`src/rtl/serial_chunk_adder.sv`:
```
// serial_chunk_adder
// Multi-cycle adder/subtractor. Adds WIDTH-bit operands CHUNK bits per clock,
// keeping the inter-chunk carry in a register. Operands are accepted through a
// valid/ready handshake in IDLE; the result is presented in DONE until the
// consumer takes it. Subtraction is A + ~B + 1 (the +1 enters as the initial
// carry), so carry_out = 1 means "no borrow".

module serial_chunk_adder #(
   parameter int WIDTH = 32,
   parameter int CHUNK = 4
) (
   input  logic             clk,
   input  logic             rst,
   input  logic             in_valid,
   output logic             in_ready,
   input  logic [WIDTH-1:0] a,
   input  logic [WIDTH-1:0] b,
   input  logic             sub,
   output logic             out_valid,
   input  logic             out_ready,
   output logic [WIDTH-1:0] sum,
   output logic             carry_out,
   output logic             overflow
);

   // Guarded so an illegal CHUNK of zero still elaborates far enough to report.
   localparam int CHUNK_SAFE = (CHUNK < 1) ? 1 : CHUNK;
   localparam int NCHUNK     = (WIDTH / CHUNK_SAFE < 1) ? 1 : WIDTH / CHUNK_SAFE;
   localparam int IDXW       = (NCHUNK > 1) ? $clog2(NCHUNK) : 1;

   localparam logic [IDXW-1:0] LAST_IDX = IDXW'(NCHUNK - 1);

   localparam logic [1:0] ST_IDLE = 2'd0;
   localparam logic [1:0] ST_RUN  = 2'd1;
   localparam logic [1:0] ST_DONE = 2'd2;

   if ((WIDTH < 1) || (CHUNK < 1) || (CHUNK > WIDTH) ||
       ((WIDTH % CHUNK_SAFE) != 0)) begin : g_param_check
      $error("serial_chunk_adder: WIDTH must be >= 1, 1 <= CHUNK <= WIDTH, WIDTH %% CHUNK == 0");
   end

   // Signed two's-complement overflow: both addends share a sign and the
   // result's sign differs from it. B is the already-inverted operand for sub.
   function automatic logic signed_overflow(input logic a_msb,
                                            input logic b_msb,
                                            input logic s_msb);
      return (a_msb == b_msb) && (s_msb != a_msb);
   endfunction

   logic [1:0]        state;
   logic [IDXW-1:0]   idx;
   logic              carry_q;

   // Operands captured at accept; B is stored pre-inverted for subtraction.
   logic [WIDTH-1:0]  a_p0;
   logic [WIDTH-1:0]  b_p0;

   logic [31:0]       chunk_base;
   logic [CHUNK-1:0]  a_chunk;
   logic [CHUNK-1:0]  b_chunk;
   logic [CHUNK:0]    chunk_res;
   logic              last_chunk;
   logic              accept;

   assign in_ready  = (state == ST_IDLE);
   assign out_valid = (state == ST_DONE);
   assign accept    = in_valid && (state == ST_IDLE);

   // Slice the current chunk of each operand and add it with the running carry.
   always_comb begin
      chunk_base = 32'(idx) * 32'(CHUNK);
      a_chunk    = a_p0[chunk_base +: CHUNK];
      b_chunk    = b_p0[chunk_base +: CHUNK];
      chunk_res  = {1'b0, a_chunk} + {1'b0, b_chunk} + (CHUNK + 1)'(carry_q);
      last_chunk = (idx == LAST_IDX);
   end

   // Control: state machine, chunk index and inter-chunk carry.
   always_ff @(posedge clk) begin
      if (rst) begin
         state   <= ST_IDLE;
         idx     <= '0;
         carry_q <= 1'b0;
      end else begin
         case (state)
            ST_IDLE: begin
               if (accept) begin
                  state   <= ST_RUN;
                  idx     <= '0;
                  carry_q <= sub;
               end
            end
            ST_RUN: begin
               carry_q <= chunk_res[CHUNK];
               if (last_chunk) begin
                  state <= ST_DONE;
               end else begin
                  idx <= idx + IDXW'(1);
               end
            end
            ST_DONE: begin
               if (out_ready) begin
                  state <= ST_IDLE;
               end
            end
            default: begin
               state <= ST_IDLE;
            end
         endcase
      end
   end

   // Operand capture on accept; operands are data and need no reset.
   always_ff @(posedge clk) begin
      if (accept) begin
         a_p0 <= a;
         b_p0 <= sub ? ~b : b;
      end
   end

   // Result: one chunk of sum per RUN cycle, flags on the last chunk.
   always_ff @(posedge clk) begin
      if (rst) begin
         sum       <= '0;
         carry_out <= 1'b0;
         overflow  <= 1'b0;
      end else if (state == ST_RUN) begin
         sum[chunk_base +: CHUNK] <= chunk_res[CHUNK-1:0];
         if (last_chunk) begin
            carry_out <= chunk_res[CHUNK];
            overflow  <= signed_overflow(a_p0[WIDTH-1], b_p0[WIDTH-1],
                                         chunk_res[CHUNK-1]);
         end
      end
   end

endmodule

```
`config.mk`:
```
export PLATFORM = sky130hd
export DESIGN_NAME = serial_chunk_adder
export DESIGN_NICKNAME = d
export VERILOG_FILES = /design/src/rtl/serial_chunk_adder.sv
export SDC_FILE = /design/constraint.sdc
export NUM_CORES = 1
export LEC_CHECK = 0
export ABC_AREA = 1
export ABC_CLOCK_PERIOD_IN_PS = 2250
export BUFFER_PORTS_ARGS = -buffer_cell sky130_fd_sc_hd__buf_2
export CAP_MARGIN = 20
export CORE_ASPECT_RATIO = 1.25
export CORE_MARGIN = 1.5
export CORE_UTILIZATION = 45
export CTS_BUF_LIST = sky130_fd_sc_hd__clkbuf_4
export DETAILED_ROUTE_END_ITERATION = 16
export GPL_TIMING_DRIVEN = 0
export PLACE_DENSITY = 0.81
export SYNTH_ARGS = -nofsm -noshare
export SYNTH_HDL_FRONTEND = slang
export SYNTH_SLANG_ARGS = --single-unit
```
`constraint.sdc`:
```
create_clock -name clk -period 2.25 [get_ports clk]
set_input_delay 0.1125 -clock clk [delete_from_list [all_inputs] [get_ports clk]]
set_output_delay 0.1125 -clock clk [all_outputs]
set_load 0.1 [all_outputs]
```
==> run_results.csv <==
group,metric,value,unit
clocking,clock_latency,0.49,ns
worst_setup_path,cp_max_fo,6,
floorplanning,die_x,93.7,um
clocking,htreeDepth,3,
synthesis,yosysSeqAreaShare,58.9,%
timing,setup_viol,27,
synthesis,yosys_warnings,0,
worst_setup_path,cp.required,2.67,ns
floorplanning,rows,41,
floorplanning,dieArea,10900,um^2
synthesis,syn_area_per_cell,10.1,um^2
clocking,path_clk_slew,0.18,ns
global_route,grt_pass1_wl,20.5,mm
cells_and_area,fin_cells,795,
worst_setup_path,crit_type,"flop to flop",
route,drt_iter0_markers,286,
global_route,grt_max_degree,37,
place,portBuffers,103,
route,wl_per_cell,17.3,um
route,drt_pre_antenna_iters,7,
timing,slew_headroom,51.7,%
global_route,first_global_vias,4271,
timing,tightest_slew,0.723,ns
timing,period_share,113,%
floorplanning,ios,105,
route,routed_wl,13.8,mm
pwr,worst_ir_drop_vdd,0.000528,V
floorplanning,core_area,10100,um^2
timing,fin_crit,2.53,ns
worst_setup_path,critPathLaunchType,"flop",
timing,holdWs,0.0544,ns
synthesis,synth_cell_type_count,28,
cells_and_area,layout_commonest_cell,"buf_2",
route,via_per_inst,5.24,
clocking,clockBufferDepth,2,
status,status,"finished, violations left",
cells_and_area,syn_to_final_growth,46.5,%
pwr,total_power,4.74,mW
global_route,antenna_found_initial,0,
timing,clock_skew,0.0311,ns
synthesis,netlist_area,4620,um^2
cells_and_area,drive_gt1_share,35.4,%
status,violations,"setup timing",
cells_and_area,utilization,67.4,%
place,routabilityCongestion,0.890,
synthesis,ys_ff_latch,104,
worst_setup_path,cp_data_arrival_time,2.95,ns
floorplanning,initial_core_util,46.0,%
timing,rsz0062_at_grt,"true",
global_route,overflow,0,
pwr,power_density,699,nW/um^2
cells_and_area,final_cell_mix,"buf_2 (107), nor2_1 (66), dlygate4sd3_1 (66)",
global_route,grt.total_usage,25.0,%
clocking,cts.sinks,104,
clocking,clockRootBuffer,"clkbuf_4",
timing,finalHoldViolCount,0,
place,dp.cells,690,
place,hpwlAfterDp,7.97,mm
flow_run,max-cap-violations,0,
route,num_vias,4167,
timing,maxSlewViolCount,0,
pwr,power_leakage,2.80,nW
cells_and_area,antenna_cells,0,
worst_setup_path,endpoint_kind,"flop",
synthesis,syn-num-nets,538,
synthesis,syn_inst,457,
cells_and_area,nets,742,
timing,setup_ws,-0.284,ns
timing,fmax,395,MHz
hold_path,hold_path.class,"primary input to flop",
floorplanning,dieHeight,116,um
route,antenna_left,0,
clocking,cts_tree,"done",
clocking,cts_made_buffers,9,
route,drc,0,
## path summary, 6_finish.rpt
path              slack [ns]  startpoint  cells past startpoint  endpoint
setup reg to reg       -0.28      idx[0]                     12    sum[5]
hold / removal          0.05         sub                      2   b_p0[0]
setup / recovery       -0.28      idx[0]                     12    sum[5]
hold reg to reg         0.50      sum[5]                      2    sum[5]
## what timing repair did
| item | 4_1_cts | 5_1_grt |
|---|---|---|
| hold endpoints to repair | 66 | 0 |
| setup endpoints to repair | 35 | 35 |
| hold buffers | 66 | 0 |
| gates resized for setup | 59 | 73 |
| setup buffers | 16 | 9 |
| cloned | 0 | 0 |
| pin swaps | 18 | 23 |
## Yosys cell counts
cell type / count / share of area [%]
a21oi_1: 38 / 4.1
a31oi_1: 8 / 1.1
buf_2: 14 / 1.5
buf_4: 1 / 0.16
buf_6: 1 / 0.24
clkbuf_1: 7 / 0.57
dfxtp_1: 40 / 17
edfxtp_1: 64 / 42
fa_1: 2 / 0.87
ha_1: 10 / 2.7
inv_1: 18 / 1.5
inv_2: 7 / 0.57
nand2_1: 37 / 3.0
nand2_4: 1 / 0.24
nand3_1: 11 / 1.2
nand3_4: 1 / 0.38
nand3b_1: 1 / 0.16
nand4_1: 11 / 1.5
nor2_1: 74 / 6.0
nor2_2: 2 / 0.27
nor2_4: 1 / 0.24
nor3_1: 2 / 0.22
nor3_2: 1 / 0.22
nor3_4: 1 / 0.35
o21a_1: 1 / 0.16
o21ai_0: 69 / 7.5
o21bai_1: 1 / 0.16
xor2_1: 33 / 6.3
## metrics by stage
step	worst slack, ns	area (um^2)	TNS (ns)
2_1_floorplan	-0.0132	4670	-0.0424
3_3_place_gp	-0.421	5350	-10.00
3_5_place_dp	-0.505	5370	-11.57
4_1_cts	-0.299	6460	-5.52
5_1_grt	-0.355	6780	-7.84
6_report	-0.284	6780	-5.70
## worst max-delay path, cell delays in order (launching register included)
cell and delay (ns):
dfxtp_4 0.46, inv_8 0.06, buf_8 0.14, nor2_4 0.08
o21ai_2 0.07, a21oi_4 0.17, a31oi_4 0.05, fa_2 0.40
fa_2 0.60, nand3_2 0.11, nor2_4 0.14, o21ai_1 0.08
nor2_1 0.09
## registers in the layout, indices dropped and copies added (netlist names)
register / count
b_p0: 32
a_p0: 32
sum: 32
idx: 3
state: 2
carry_out: 1
carry_q: 1
overflow: 1
## cell families (layout without fill, tap and decap cells)
group / count (synthesis) / after routing / synth area share [%]
AND/OR/NAND/NOR: 143 / 143 / 13.8
flip-flops: 104 / 104 / 58.9
XOR/XNOR: 33 / 33 / 6.25
adder cells (fa/ha/maj): 12 / 12 / 3.57
buffers and inverters: 48 / 257 / 4.52
AO/OA/AOI/OAI: 117 / 117 / 13.0
## area by class of cell
cell class | instances | area [um^2]
inverter | 25 | 114
clock inverter | 7 | 75.1
multi-input combinational | 305 | 2020
timing repair buffer | 194 | 1400
fill | 748 | 3280
sequential | 104 | 2730
buffer | 22 | 206
tap | 129 | 161
clock buffer | 9 | 67.6
## power breakdown
part           internal, mW  switching [mW]  total, mW
combinational         0.642           0.882       1.52
sequential             2.16          0.0531       2.21
clock                 0.348           0.655       1.00
total                  3.15            1.59       4.74
## metal layers
| metal | part of all wire (%) | track usage [%] |
|---|---|---|
| met1 | 36 | 25.9 |
| met2 | 54 | 46.9 |
| met3 | 5.7 | 4.36 |
| met4 | 4.5 | 14.7 |
| met5 | 0 | 0 |
Note: power is estimated with default switching activity, not from simulation.
